<file path="src/rtl/md_pkg.sv">
// Shared mult/div definitions: op encodings, default latencies, issue-controller states.
// Used by the decoder, the mult/div unit and md_issue_ctrl.
package md_pkg;

  localparam logic [3:0] MD_NONE  = 4'd0;
  localparam logic [3:0] MD_MULT  = 4'd1;
  localparam logic [3:0] MD_MULTU = 4'd2;
  localparam logic [3:0] MD_DIV   = 4'd3;
  localparam logic [3:0] MD_DIVU  = 4'd4;
  localparam logic [3:0] MD_MADD  = 4'd5;
  localparam logic [3:0] MD_MSUB  = 4'd6;
  localparam logic [3:0] MD_MTHI  = 4'd7;
  localparam logic [3:0] MD_MTLO  = 4'd8;
  localparam logic [3:0] MD_MFHI  = 4'd9;
  localparam logic [3:0] MD_MFLO  = 4'd10;

  localparam int MD_MUL_LAT_DEF = 5;
  localparam int MD_DIV_LAT_DEF = 10;

  typedef enum logic [1:0] {
    ST_IDLE  = 2'd0,
    ST_ISSUE = 2'd1,
    ST_BUSY  = 2'd2
  } md_state_e;

  function automatic logic md_is_multicycle(input logic [3:0] op);
    return (op == MD_MULT) || (op == MD_MULTU) || (op == MD_DIV) ||
           (op == MD_DIVU) || (op == MD_MADD)  || (op == MD_MSUB);
  endfunction

  function automatic logic md_is_div(input logic [3:0] op);
    return (op == MD_DIV) || (op == MD_DIVU);
  endfunction

  function automatic logic md_is_hilo_move(input logic [3:0] op);
    return (op == MD_MTHI) || (op == MD_MTLO) || (op == MD_MFHI) || (op == MD_MFLO);
  endfunction

endpackage

</file>
<file path="src/rtl/md_lat_counter.sv">
// Loadable 4-bit down-counter tracking remaining mult/div busy cycles; cancel wins over load.
// Counts one per clock while nonzero, no backpressure; zero_o is combinational from the count.
module md_lat_counter (
  input  logic       clk_i,
  input  logic       reset_i,
  input  logic       load_i,
  input  logic [3:0] load_value_i,
  input  logic       cancel_i,
  output logic [3:0] cnt_o,
  output logic       zero_o
);

  logic [3:0] cnt_q;
  logic [3:0] cnt_d;

  always_comb begin
    cnt_d = cnt_q;
    if (cancel_i) begin
      cnt_d = 4'd0;
    end else if (load_i) begin
      cnt_d = load_value_i;
    end else if (cnt_q != 4'd0) begin
      cnt_d = cnt_q - 4'd1;
    end
  end

  always_ff @(posedge clk_i or posedge reset_i) begin
    if (reset_i) begin
      cnt_q <= 4'd0;
    end else begin
      cnt_q <= cnt_d;
    end
  end

  assign cnt_o  = cnt_q;
  assign zero_o = (cnt_q == 4'd0);

endmodule

</file>
<file path="src/rtl/md_issue_ctrl.sv">
// D/E issue + stall control for the mult/div unit: 1-cycle start pulse, stall is combinational,
// busy scoreboard of 1+LAT cycles; optional md_busy cross-check under MD_BUSY_CHECK_EN.
module md_issue_ctrl
  import md_pkg::*;
#(
  parameter int MUL_LAT = MD_MUL_LAT_DEF,
  parameter int DIV_LAT = MD_DIV_LAT_DEF
) (
  input  logic       clk,
  input  logic       reset,
  input  logic       d_valid,
  input  logic [3:0] d_md_op,
  input  logic       e_ready,
  input  logic       inter,
  input  logic       md_busy,
  output logic       stall,
  output logic [3:0] e_md_op,
  output logic       e_md_start,
  output logic       mismatch
);

  md_state_e  state_q, state_d;
  logic [3:0] e_md_op_q, e_md_op_d;
  logic       e_md_start_q, e_md_start_d;
  logic       cnt_load, cnt_cancel;
  logic [3:0] cnt_load_value;
  logic [3:0] cnt;
  logic       cnt_zero;
  logic       advance;
  logic       local_busy;

  md_lat_counter u_lat_counter (
    .clk_i        (clk),
    .reset_i      (reset),
    .load_i       (cnt_load),
    .load_value_i (cnt_load_value),
    .cancel_i     (cnt_cancel),
    .cnt_o        (cnt),
    .zero_o       (cnt_zero)
  );

  assign local_busy = (state_q == ST_ISSUE) || !cnt_zero;
  assign stall      = d_valid && (d_md_op != MD_NONE) && local_busy;
  assign advance    = e_ready && !stall && !inter;

  // e_md_op_q still holds the launched op during ISSUE, so it selects the latency.
  assign cnt_load_value = md_is_div(e_md_op_q) ? 4'(DIV_LAT) : 4'(MUL_LAT);

  always_comb begin
    state_d      = state_q;
    e_md_op_d    = e_md_op_q;
    e_md_start_d = 1'b0;
    cnt_load     = 1'b0;
    cnt_cancel   = 1'b0;

    case (state_q)
      ST_ISSUE: begin
        if (inter) begin
          state_d    = ST_IDLE;
          cnt_cancel = 1'b1;
        end else begin
          state_d  = ST_BUSY;
          cnt_load = 1'b1;
        end
      end
      ST_BUSY: begin
        if (cnt <= 4'd1) begin
          state_d = ST_IDLE;
        end
      end
      default: begin
      end
    endcase

    if (stall || inter) begin
      e_md_op_d = MD_NONE;
    end else if (advance) begin
      if (d_valid && md_is_multicycle(d_md_op) && (state_q == ST_IDLE)) begin
        e_md_op_d    = d_md_op;
        e_md_start_d = 1'b1;
        state_d      = ST_ISSUE;
      end else if (d_valid && md_is_hilo_move(d_md_op)) begin
        e_md_op_d = d_md_op;
      end else begin
        e_md_op_d = MD_NONE;
      end
    end else if (e_md_start_q) begin
      // E held by other hazards: the launched op must not be presented twice.
      e_md_op_d = MD_NONE;
    end
  end

  always_ff @(posedge clk or posedge reset) begin
    if (reset) begin
      state_q      <= ST_IDLE;
      e_md_op_q    <= MD_NONE;
      e_md_start_q <= 1'b0;
    end else begin
      state_q      <= state_d;
      e_md_op_q    <= e_md_op_d;
      e_md_start_q <= e_md_start_d;
    end
  end

  assign e_md_op    = e_md_op_q;
  assign e_md_start = e_md_start_q;

`ifdef MD_BUSY_CHECK_EN
  logic mismatch_q;

  always_ff @(posedge clk or posedge reset) begin
    if (reset) begin
      mismatch_q <= 1'b0;
    end else if (local_busy != md_busy) begin
      mismatch_q <= 1'b1;
    end
  end

  assign mismatch = mismatch_q;
`else
  logic unused_md_busy;
  assign unused_md_busy = md_busy;
  assign mismatch       = 1'b0;
`endif

endmodule

</file>
<file path="config.mk">
export PLATFORM = sky130hd
export DESIGN_NAME = md_issue_ctrl
export DESIGN_NICKNAME = d
export VERILOG_FILES = /design/src/rtl/md_pkg.sv /design/src/rtl/md_lat_counter.sv /design/src/rtl/md_issue_ctrl.sv
export SDC_FILE = /design/constraint.sdc
export NUM_CORES = 1
export LEC_CHECK = 0
export ABC_CLOCK_PERIOD_IN_PS = 3000
export CORE_MARGIN = 2
export CORE_UTILIZATION = 30
export CTS_BUF_LIST = sky130_fd_sc_hd__clkbuf_8 sky130_fd_sc_hd__clkbuf_16
export CTS_CLUSTER_DIAMETER = 80
export DETAILED_ROUTE_END_ITERATION = 10
export PLACE_DENSITY_LB_ADDON = 0.05
export SETUP_SLACK_MARGIN = 0.05
export SYNTH_ARGS = -nofsm -noshare
export SYNTH_HDL_FRONTEND = slang
export SYNTH_SLANG_ARGS = --single-unit
</file>
<file path="constraint.sdc">
create_clock -name clk -period 3 [get_ports clk]
set_input_delay 0.45 -clock clk [delete_from_list [all_inputs] [get_ports clk]]
set_output_delay 0.45 -clock clk [all_outputs]
set_load 0.02 [all_outputs]
</file>
==> flow_summary.rst <==
.. list-table::
   :header-rows: 1

   * - Metric
     - Value
   * - Sw Pwr
     - 0.000193 W
   * - Maximum vdd drop
     - 0.000344 V
   * - Number of buffers added on ports
     - 14
   * - CTS tree
     - done
   * - Areal power density over the cells
     - 590 mW/mm2
   * - Fin crit share
     - roughly nine tenths
   * - Data required, critical path
     - between 2000 and 3000 ps
   * - DIE WIDTH
     - 54.1 um
   * - Critical Path Source Type
     - flop
   * - Part of the total power dissipated in sequential elements
     - a little under two fifths
   * - Netlist area before placement
     - 753 um2
   * - Max-cap check violation count
     - 0
   * - Starting density of the core
     - 31.0%
   * - Post-Syn Area per Cell
     - 10.6 um2
   * - CTS H-tree lvls
     - 1
   * - Final hold violation count
     - 0
   * - Aggregate routed wire length
     - 1.48 mm
   * - Number of register bits inferred by synthesis
     - 11
   * - Height of the die
     - 54.1 um
   * - Cell area after placement
     - 927 um2
   * - Clk buf depth
     - 2
   * - Total of endpoints with negative setup slack in the final report
     - 0
   * - Reg clk slew, reported paths
     - around 50 ps
   * - Peak Freq
     - approximately 370 MHz
   * - Yosys top cell by area
     - sky130_fd_sc_hd__dfrtp_1
   * - Standard cell core area
     - 0.00243 mm2
   * - Sum Neg Setup Slack
     - 0 ps
   * - Switching fraction of total power
     - 33.6%
   * - Layout cell share with drive strength beyond 1
     - just over 10%
   * - Share of the synthesized area in the top cell type
     - approximately 37%
   * - Sum of net half-perimeters after detailed placement
     - 1.18 mm
   * - Synthesis Warnings
     - 0
   * - Pin count of the biggest net entering global routing
     - 12
   * - First-pass GRT wire length
     - 2.51 mm
   * - Final #Nets
     - about 110
   * - End of the worst register-to-register path
     - e_md_op[1]
   * - Cells after Synth
     - 71
   * - Worst path max stage delay
     - approximately 600 ps
   * - WP buf/inv
     - 2
   * - Clock buffer count from CTS
     - 3
   * - Cell-by-cell listing of the critical path
     - inv_1 > ha_1 > nor4b_2 > a21oi_2 > and2_1 > clkdlybuf4s50_1
   * - Overall Global Routing Usage
     - ~12%
   * - CTS sink count
     - 11
   * - Number of top-level pins
     - 17
   * - Setup slack of the worst register-to-register path
     - 1050 ps
   * - Post-Synthesis Net Count
     - approximately 90
   * - Area enclosed by the die boundary
     - 0.00293 mm2
   * - Antenna violations before repair
     - 0
   * - Standard-cell rows
     - 18
   * - Worst skew pair latency
     - 240 ps
   * - Share of total power in combinational logic
     - 37.1%
   * - Setup bufs post-CTS
     - 0
   * - Placer Congestion
     - 0.703
   * - DRT iter0 DRCs
     - 2
   * - Clock Root Buffer
     - sky130_fd_sc_hd__clkbuf_8
   * - Cell Int Power
     - 0.000381 W
   * - Setup clock skew after layout
     - 4.05 ps
   * - Average via count per standard cell
     - 4.96
   * - DR WL/cell
     - between 10 and 15 um
   * - Vias
     - 585
   * - Launch instance of the worst register-to-register path
     - state_q[1]
   * - Number of hold buffers added after CTS
     - 0
   * - First-pass iteration count of the detailed router
     - 4
   * - Crit path max fanout
     - 8
   * - Worst setup startpoint
     - state_q[1]
   * - Slew Limit Fails
     - 0
   * - Endpoint arrival time on the critical path
     - around 2200 ps
   * - Crit path time final
     - about 2700 ps
   * - Leak Pwr
     - 0.414 nW
   * - Clock network fraction of design power
     - 25.3%
   * - Number of remaining DRC errors
     - 0
   * - Remaining Overflow, GRT
     - 0
   * - Cell with the largest stage delay on the worst path
     - sky130_fd_sc_hd__clkdlybuf4s50_1
   * - Kind of cell adding the most delay to the critical path
     - buffers and inverters
   * - Critical Setup Path Class
     - reg2out
   * - Post-layout util
     - 40.0%
   * - Overall power
     - 0.000574 W
   * - Post-route cell area
     - 972 um2
   * - Top cells by area, synth
     - sky130_fd_sc_hd__dfrtp_1 (37%), sky130_fd_sc_hd__ha_1 (13%), sky130_fd_sc_hd__nor4b_2 (6.0%)
   * - Synth-to-Final Area Change
     - 29.1%
   * - Share of synthesized area occupied by flip-flops and latches
     - between 30% and 40%
   * - Hold Crit Class
     - in2async
   * - Unrepaired setup endpoints after global routing
     - no
   * - Vias in the first global route
     - between 500 and 600
   * - Final ANT Viol Nets
     - 0
   * - Worst reg-to-reg path cell count
     - 6
   * - Synth unique cells
     - 31
   * - Outcome
     - complete, no violations
   * - Kind of capture point of the worst setup path
     - output pin
   * - Antenna cells
     - 0
   * - # resized after CTS
     - 0
## flip-flops by register name (all words and copies together) (netlist names)
signal,cells
e_md_start,1
e_md_op,4
u_lat_counter.cnt_o,4
state_q,2
## how the worst max path moves through the flow
| stage | cells after the start | slack [ps] | end |
|---|---|---|---|
| finish | 6 | 310 | stall |
| global route | 6 | 150 | stall |
| CTS | 6 | 280 | stall |
| detailed placement | 5 | 340 | stall |
| global placement | 5 | 330 | stall |
| floorplan | 5 | 1220 | stall |
## worst register-to-register path: stages, from the launching register on
cell,delay (ps)
sky130_fd_sc_hd__dfrtp_1,370
sky130_fd_sc_hd__inv_1,100
sky130_fd_sc_hd__ha_1,290
sky130_fd_sc_hd__nor4b_2,340
sky130_fd_sc_hd__a21oi_2,120
sky130_fd_sc_hd__a2111oi_4,460
sky130_fd_sc_hd__a22o_1,210
## per-stage QoR
stage                     std cells  setup slack, ps  hold WS [ps]
after CTS                       118              283           533
after global routing            118              154           572
after global placement          114              326           532
final                           118              313           513
after detailed placement        114              338           535
after floorplan                  71             1220           302
## logic make-up (layout without fill, tap and decap cells)
logic type	Yosys count	in the layout	share of synthesized area, %
AO/OA/AOI/OAI	19	19	21.4
XOR/XNOR	2	2	2.33
adder cells (fa/ha/maj)	8	8	13.3
buffers and inverters	7	24	3.99
flip-flops	11	11	36.5
other	1	1	0.498
AND/OR/NAND/NOR	23	23	21.9
## placed cells by master (no fill, tap or decap), types with 2 or more instances in the layout
master                             n
sky130_fd_sc_hd__clkdlybuf4s50_1  14
sky130_fd_sc_hd__dfrtp_1          11
sky130_fd_sc_hd__ha_1              8
sky130_fd_sc_hd__inv_1             6
sky130_fd_sc_hd__nor2_1            5
sky130_fd_sc_hd__a22o_1            4
sky130_fd_sc_hd__nor4b_2           3
sky130_fd_sc_hd__o21ai_0           3
sky130_fd_sc_hd__clkbuf_8          3
sky130_fd_sc_hd__nand2_1           2
sky130_fd_sc_hd__a21o_1            2
sky130_fd_sc_hd__nand3b_1          2
sky130_fd_sc_hd__a21oi_1           2
sky130_fd_sc_hd__nor3_1            2
sky130_fd_sc_hd__xnor2_1           2
sky130_fd_sc_hd__o21a_1            2
sky130_fd_sc_hd__o22a_1            2
## synth_stat cells
library cell,n
sky130_fd_sc_hd__o21ai_0,3
sky130_fd_sc_hd__a22o_1,4
sky130_fd_sc_hd__o21a_1,2
sky130_fd_sc_hd__or2_1,1
sky130_fd_sc_hd__nor3b_1,1
sky130_fd_sc_hd__and2_1,1
sky130_fd_sc_hd__nand3b_1,2
sky130_fd_sc_hd__nor2_1,5
sky130_fd_sc_hd__conb_1,1
sky130_fd_sc_hd__nor4bb_1,1
sky130_fd_sc_hd__dfrtp_1,11
sky130_fd_sc_hd__nand3_1,1
sky130_fd_sc_hd__a21oi_2,1
sky130_fd_sc_hd__buf_4,1
sky130_fd_sc_hd__o22a_1,2
sky130_fd_sc_hd__nand2_1,2
sky130_fd_sc_hd__inv_1,5
sky130_fd_sc_hd__nor3_1,2
sky130_fd_sc_hd__a21oi_1,2
sky130_fd_sc_hd__nor4b_2,3
sky130_fd_sc_hd__a2111oi_4,1
sky130_fd_sc_hd__and3b_1,1
sky130_fd_sc_hd__or4b_1,1
sky130_fd_sc_hd__xnor2_1,2
sky130_fd_sc_hd__o31ai_1,1
sky130_fd_sc_hd__a222oi_1,1
sky130_fd_sc_hd__nor2b_1,1
sky130_fd_sc_hd__ha_1,8
sky130_fd_sc_hd__clkbuf_1,1
sky130_fd_sc_hd__a21o_1,2
sky130_fd_sc_hd__or3b_1,1
## per-layer routing
metal	vias up	wire length (um)	share of wire [%]	track usage (%)
li1	294	-	-	-
met1	272	723	49	16.4
met2	15	651	44	18.3
met3	4	85	5.7	3.33
met4	0	23	1.5	6.25
met5	-	0	0	0
## power by group through the flow
stage / registers, W / clock network (W) / logic [W]
detailed placement: 0.000219 / 0 / 0.000214
global route: 0.000221 / 0.000157 / 0.000247
CTS: 0.000216 / 0.000151 / 0.000216
global placement: 0.000219 / 0 / 0.000218
finish: 0.000216 / 0.000145 / 0.000213
floorplan: 0.000212 / 0 / 0.000163
## final cells by class
cell class | count | area [um2]
Clock buffer | 3 | 41.3
Clock inverter | 1 | 3.75
Fill cell | 255 | 1460
Inverter | 5 | 18.8
Multi-Input combinational cell | 53 | 448
Sequential cell | 11 | 275
Tap cell | 30 | 37.5
Timing Repair Buffer | 15 | 148
No activity file was read; power rests on OpenSTA's default activity.
